## config.mk

```make
export PLATFORM = sky130hd
export DESIGN_NAME = shift_rotate_iter_flat
export DESIGN_NICKNAME = d
export VERILOG_FILES = /design/src/rtl/shift_rotate_iter_if.sv /design/src/rtl/shift_rotate_iter.sv /design/src/flat_wrapper.sv
export SDC_FILE = /design/constraint.sdc
export NUM_CORES = 1
export LEC_CHECK = 0
export CORE_MARGIN = 3
export CORE_UTILIZATION = 35
export CTS_CLUSTER_SIZE = 40
export DETAILED_ROUTE_END_ITERATION = 7
export GPL_TIMING_DRIVEN = 0
export HOLD_SLACK_MARGIN = 0.15
export PLACE_DENSITY_LB_ADDON = 0.08
export SETUP_SLACK_MARGIN = 0.2
export SYNTH_ARGS = -nofsm -noshare
export SYNTH_HDL_FRONTEND = slang
export SYNTH_SLANG_ARGS = --single-unit
```

## constraint.sdc

```tcl
create_clock -name clock -period 4.5 [get_ports clock]
set_input_delay 0.9 -clock clock [delete_from_list [all_inputs] [get_ports clock]]
set_output_delay 0.9 -clock clock [all_outputs]
set_load 0.01 [all_outputs]
```

## src/rtl/shift_rotate_iter_if.sv

```systemverilog
// Operand/result bundle between the control unit and the iterative shift/rotate unit.
// The control unit drives the master side; the execution unit is the slave.
interface shift_rotate_iter_if #(
    parameter int WIDTH = 32
);
    logic             start;
    logic [2:0]       op;
    logic [WIDTH-1:0] B;
    logic [WIDTH-1:0] A;
    logic             busy;
    logic             done;
    logic [WIDTH-1:0] result;

    modport master (output start, op, B, A, input busy, done, result);
    modport slave  (input start, op, B, A, output busy, done, result);
endinterface

```

## src/rtl/shift_rotate_iter.sv

```systemverilog
// Iterative shift/rotate unit: shifts STEP bits per cycle with a start/busy/done handshake.
// Optional build macro SHIFT_AMT_SAT_EN: logical/arithmetic shifts by A >= WIDTH saturate in one cycle.
module shift_rotate_iter #(
    parameter int WIDTH = 32,
    parameter int STEP  = 1
) (
    input  logic                 clock,
    input  logic                 clear,
    shift_rotate_iter_if.slave   bus
);
    localparam int SW = $clog2(WIDTH);

    localparam logic [1:0] S_IDLE = 2'd0;
    localparam logic [1:0] S_RUN  = 2'd1;
    localparam logic [1:0] S_DONE = 2'd2;

    localparam logic [2:0] OP_SHR  = 3'd0;
    localparam logic [2:0] OP_SHRA = 3'd1;
    localparam logic [2:0] OP_SHL  = 3'd2;
    localparam logic [2:0] OP_ROR  = 3'd3;
    localparam logic [2:0] OP_ROL  = 3'd4;

    localparam logic [SW:0] STEP_C  = (SW+1)'(STEP);
    localparam logic [SW:0] WIDTH_C = (SW+1)'(WIDTH);

    logic [1:0]       state_q,  state_d;
    logic [2:0]       op_q,     op_d;
    logic [WIDTH-1:0] work_q,   work_d;
    logic [SW-1:0]    cnt_q,    cnt_d;
    logic [WIDTH-1:0] result_q, result_d;

    logic [SW-1:0]    n_amt;
    logic             is_pass;
    logic [SW:0]      step_amt;

    // One partial step; s never exceeds STEP, so s is always below WIDTH.
    function automatic logic [WIDTH-1:0] step_shift(
        input logic [WIDTH-1:0] v,
        input logic [2:0]       o,
        input logic [SW:0]      s
    );
        logic [WIDTH-1:0] r;
        case (o)
            OP_SHR:  r = v >> s;
            OP_SHRA: r = $unsigned($signed(v) >>> s);
            OP_SHL:  r = v << s;
            OP_ROR:  r = (v >> s) | (v << (WIDTH_C - s));
            OP_ROL:  r = (v << s) | (v >> (WIDTH_C - s));
            default: r = v;
        endcase
        return r;
    endfunction

    assign n_amt   = bus.A[SW-1:0];
    assign is_pass = (bus.op > OP_ROL);

`ifdef SHIFT_AMT_SAT_EN
    localparam logic [WIDTH-1:0] WIDTH_A = (WIDTH)'(WIDTH);
    logic             sat_hit;
    logic [WIDTH-1:0] sat_val;
    assign sat_hit = (bus.op <= OP_SHL) && (bus.A >= WIDTH_A);
    assign sat_val = (bus.op == OP_SHRA) ? {WIDTH{bus.B[WIDTH-1]}} : '0;
`else
    logic unused_a_hi;
    assign unused_a_hi = ^bus.A[WIDTH-1:SW];
`endif

    assign step_amt = ({1'b0, cnt_q} < STEP_C) ? {1'b0, cnt_q} : STEP_C;

    always_comb begin
        state_d  = state_q;
        op_d     = op_q;
        work_d   = work_q;
        cnt_d    = cnt_q;
        result_d = result_q;
        case (state_q)
            S_IDLE: begin
                if (bus.start) begin
                    op_d   = bus.op;
                    work_d = bus.B;
                    cnt_d  = n_amt;
                    state_d = S_RUN;
`ifdef SHIFT_AMT_SAT_EN
                    // Saturation must win over N==0 (e.g. A=32 is a full shift-out).
                    if (sat_hit) begin
                        result_d = sat_val;
                        cnt_d    = '0;
                        state_d  = S_DONE;
                    end else
`endif
                    if (is_pass || (n_amt == '0)) begin
                        result_d = bus.B;
                        cnt_d    = '0;
                        state_d  = S_DONE;
                    end
                end
            end
            S_RUN: begin
                work_d = step_shift(work_q, op_q, step_amt);
                cnt_d  = cnt_q - step_amt[SW-1:0];
                // Result is loaded on the last step so it is valid while done is high.
                if (cnt_d == '0) begin
                    result_d = work_d;
                    state_d  = S_DONE;
                end
            end
            S_DONE:  state_d = S_IDLE;
            default: state_d = S_IDLE;
        endcase
    end

    always_ff @(posedge clock or posedge clear) begin
        if (clear) begin
            state_q  <= S_IDLE;
            op_q     <= '0;
            work_q   <= '0;
            cnt_q    <= '0;
            result_q <= '0;
        end else begin
            state_q  <= state_d;
            op_q     <= op_d;
            work_q   <= work_d;
            cnt_q    <= cnt_d;
            result_q <= result_d;
        end
    end

    assign bus.busy   = (state_q != S_IDLE);
    assign bus.done   = (state_q == S_DONE);
    assign bus.result = result_q;

endmodule
```

## src/flat_wrapper.sv

```systemverilog
// flat-port wrapper written by rule: the top's interface ports become plain ports
module shift_rotate_iter_flat 
#(
    parameter int WIDTH = 32,
    parameter int STEP  = 1
)
  (clock, clear, bus_start, bus_op, bus_B, bus_A, bus_busy, bus_done, bus_result);
  shift_rotate_iter_if #(.WIDTH(WIDTH)) bus_i ();
  input  logic clock;
  input  logic clear;
  input wire logic [$bits(bus_i.start)-1:0] bus_start;
  input wire logic [$bits(bus_i.op)-1:0] bus_op;
  input wire logic [$bits(bus_i.B)-1:0] bus_B;
  input wire logic [$bits(bus_i.A)-1:0] bus_A;
  output wire logic [$bits(bus_i.busy)-1:0] bus_busy;
  output wire logic [$bits(bus_i.done)-1:0] bus_done;
  output wire logic [$bits(bus_i.result)-1:0] bus_result;
  assign bus_i.start = bus_start;
  assign bus_i.op = bus_op;
  assign bus_i.B = bus_B;
  assign bus_i.A = bus_A;
  assign bus_busy = bus_i.busy;
  assign bus_done = bus_i.done;
  assign bus_result = bus_i.result;
  shift_rotate_iter #(.WIDTH(WIDTH), .STEP(STEP)) u_core (.clock(clock), .clear(clear), .bus(bus_i));
endmodule
```

==> qor.csv <==
metric;value;unit
track_usage;0.2620;
drc;0;
fp.dieArea;0.01534;mm2
ctsLongestPathBuffers;2;
vias_per_cell;5.952;
final_util;0.4608;
p_per_area;873.5;mW/mm2
syn_inst;589;
clkLatencyLatePin;0.35;ns
synth_cell_types;64;
clock_skew;0.007336;ns
cts_sinks;74;
fmax;0.2635;GHz
layout.nets;749;
cp_slowest_cell;or4_4;
ios;104;
reg2reg_depth;12;
clkTransAtPathRegs;0.06;ns
instances_no_fill;858;
grt_pass1_wl;29.95;mm
synth_most_common_cell;nand2_1;
slew_viol_final;0;
diodes;0;
crit_start;u_core.cnt_q[4]$_DFFE_PP0P_;
syn_to_final_growth;27.06;%
post-dp-hpwl;14.18;mm
cts-hold-fix-buffers;0;
synth_top_area_cell;dfrtp_1;
numCtsBuffers;9;
hp-start;u_core.bus.result[17]$_DFFE_PP0P_;
end_kind;flop;
finalHoldViolCount;0;
synth_edf_count;0;
drtAntennaViolNets;0;
synth-async-reset-ratio;1.000;
cts_resized;0;
num-fill-cells;1380;
max-slew-margin-rel;0.3329;
synth_ff_type;dfrtp_1;
p_switching;2.653;mW
vdd_ir_drop_max;436.6;uV
clockRootBuffer;clkbuf_16;
min_path_type;flop to flop;
period_minus_slack;3.795;ns
min_to;u_core.bus.result[17]$_DFFE_PP0P_;
cts_htree_levels;3;
synthTopCellsByCount;84 x nand2_1, 80 x o21ai_0, 74 x dfrtp_1, 59 x a21oi_1, 37 x nor2_1;
p_sw_frac;0.4918;
p_int;2.741;mW
finalSetupTns;0;ns
synthesis.nets;661;
worstPathArrival;4.06;ns
grt_max_degree;41;
die_h;123.8;um
coreArea;0.01340;mm2
wl;19.66;mm
drt_iter0_markers;459;
num_rows;42;
crit_fanout;10;
reg2reg_setup_slack;0.70;ns
chipWidth;123.8;um
synth_seq_area_share;0.3811;
critPathMaxStageDelay;0.60;ns
drive_gt1_frac;0.09384;
rsz0062_at_grt;false;
timing.final.ws_setup;0.7048;ns
start_util;0.3627;
cts_setup_buffers;0;
start_kind;flop;
hold_depth;2;
p_seq_frac;0.257;
grt_remaining_overflow;0;
synth_area_leaders;dfrtp_1 38%, o21ai_0 8.2%, nand2_1 6.5%;
period_share;0.8434;
cpMostUsedCell;o21ai_0;
grt_pass1_vias;4956;
dr.pass1.iters;5;
cts_tree;yes;
r2r_end;u_core.work_q[18]$_DFFE_PP0P_;
path_class;flop to flop;
placed_cells;842;
pre_cts_slack;0.8257;ns
p_total;5.393;mW
setup_viol;0;
comb_power_share;0.599;
max_cap_violations;0;
netlist.area_leader.share;0.3811;
antenna_found_initial;0;
syn_avg_cell_area;8.251;um2
cp.required;4.76;ns
netlist_area;0.004860;mm2
p_clk_frac;0.143;
portBuffers;76;
wl_per_cell;22.92;um
r2r_start;u_core.cnt_q[4]$_DFFE_PP0P_;
via_count;5107;
p_leak;2.444;nW
synth_warnings;0;
worst_pin_slew;0.9915;ns
synth_seq_cells;74;
crit_chain;or4_4 > nand2b_4 > clkinv_4 > buf_4 > ha_1 > buf_2 > and4b_1 > clkbuf_1 > o21ai_1 > o21ai_0 > o21ai_0 > o21ai_0;
outcome;finished clean;
place_congestion;0.9924;
[power by group through the flow]
stage                     Clock [mW]  Sequential [mW]  Combinational (mW)
after global placement             0             1.38                3.17
after CTS                      0.782             1.38                3.20
after floorplan                    0             1.31                1.99
final                          0.772             1.39                3.23
after global routing           0.817             1.43                3.50
after detailed placement           0             1.38                3.19
[sequential cells by signal, indices dropped and copies added (netlist names)]
signal             cells
u_core.op_q            3
u_core.state_q         2
u_core.work_q         32
u_core.bus.result     32
u_core.cnt_q           5
[area by class of cell]
cell class,count,area (um2),share of cell area
Buffer,53,245.2,0.03972
Sequential cell,74,1852,0.2999
Inverter,12,52.55,0.008511
Timing Repair Buffer,77,780.7,0.1264
Multi-Input combinational cell,450,2713,0.4393
Clock buffer,11,232.7,0.03769
Clock inverter,5,78.83,0.01277
Tap cell,176,220.2,0.03566
[stage by stage]
stage          instance area (um2)  hold slack [ns]
6_report                      6175           0.4747
5_1_grt                       6175           0.4959
4_1_cts                       6175           0.4838
3_5_place_dp                  5863           0.4713
3_3_place_gp                  5841           0.4631
2_1_floorplan                 4860           0.5058
[critical path: cells and delay by family (launching register included)]
kind / cells / cell delay (ns)
simple gates: 3 / 1.00
flops: 1 / 0.44
buf+inv: 4 / 0.90
fa+ha+maj: 1 / 0.16
compound gates: 4 / 1.20
[worst max path at each step]
stage,endpoint,slack [ns],cells past startpoint
after floorplan,u_core.work_q[28]$_DFFE_PP0P_,1.58,11
after global placement,u_core.cnt_q[2]$_DFFE_PP0P_,0.37,2
after detailed placement,u_core.work_q[18]$_DFFE_PP0P_,0.83,12
after CTS,u_core.bus.result[18]$_DFFE_PP0P_,0.83,12
after global routing,u_core.work_q[18]$_DFFE_PP0P_,0.58,12
final,u_core.work_q[18]$_DFFE_PP0P_,0.70,12
[layout by cell type, fill, tap and decap left out, drive strengths merged, types with 15 or more instances in the layout]
master,netlist,final
o21ai,96,96
nand2,84,84
clkdlybuf4s50,0,76
dfrtp,74,74
a21oi,61,61
nor2,39,39
clkbuf,26,37
buf,27,28
mux2i,18,18
a221oi,15,15
[kinds of logic after synthesis]
group / count (synthesis) / synth area share
AO/OA/AOI/OAI: 242 / 0.3139
AND/OR/NAND/NOR: 174 / 0.1653
flip-flops: 74 / 0.3811
buffers and inverters: 65 / 0.06076
multiplexers: 29 / 0.06952
adder cells (fa/ha/maj): 2 / 0.005149
XOR/XNOR: 2 / 0.003605
other: 1 / 0.0007717
[routing by layer]
metal / routed length, um / GRT usage
met1: 9011 / 0.3785
met2: 8794 / 0.3947
met3: 1335 / 0.04269
met4: 523 / 0.09412
met5: 0 / 0
Power figures use the tool's default switching activity.
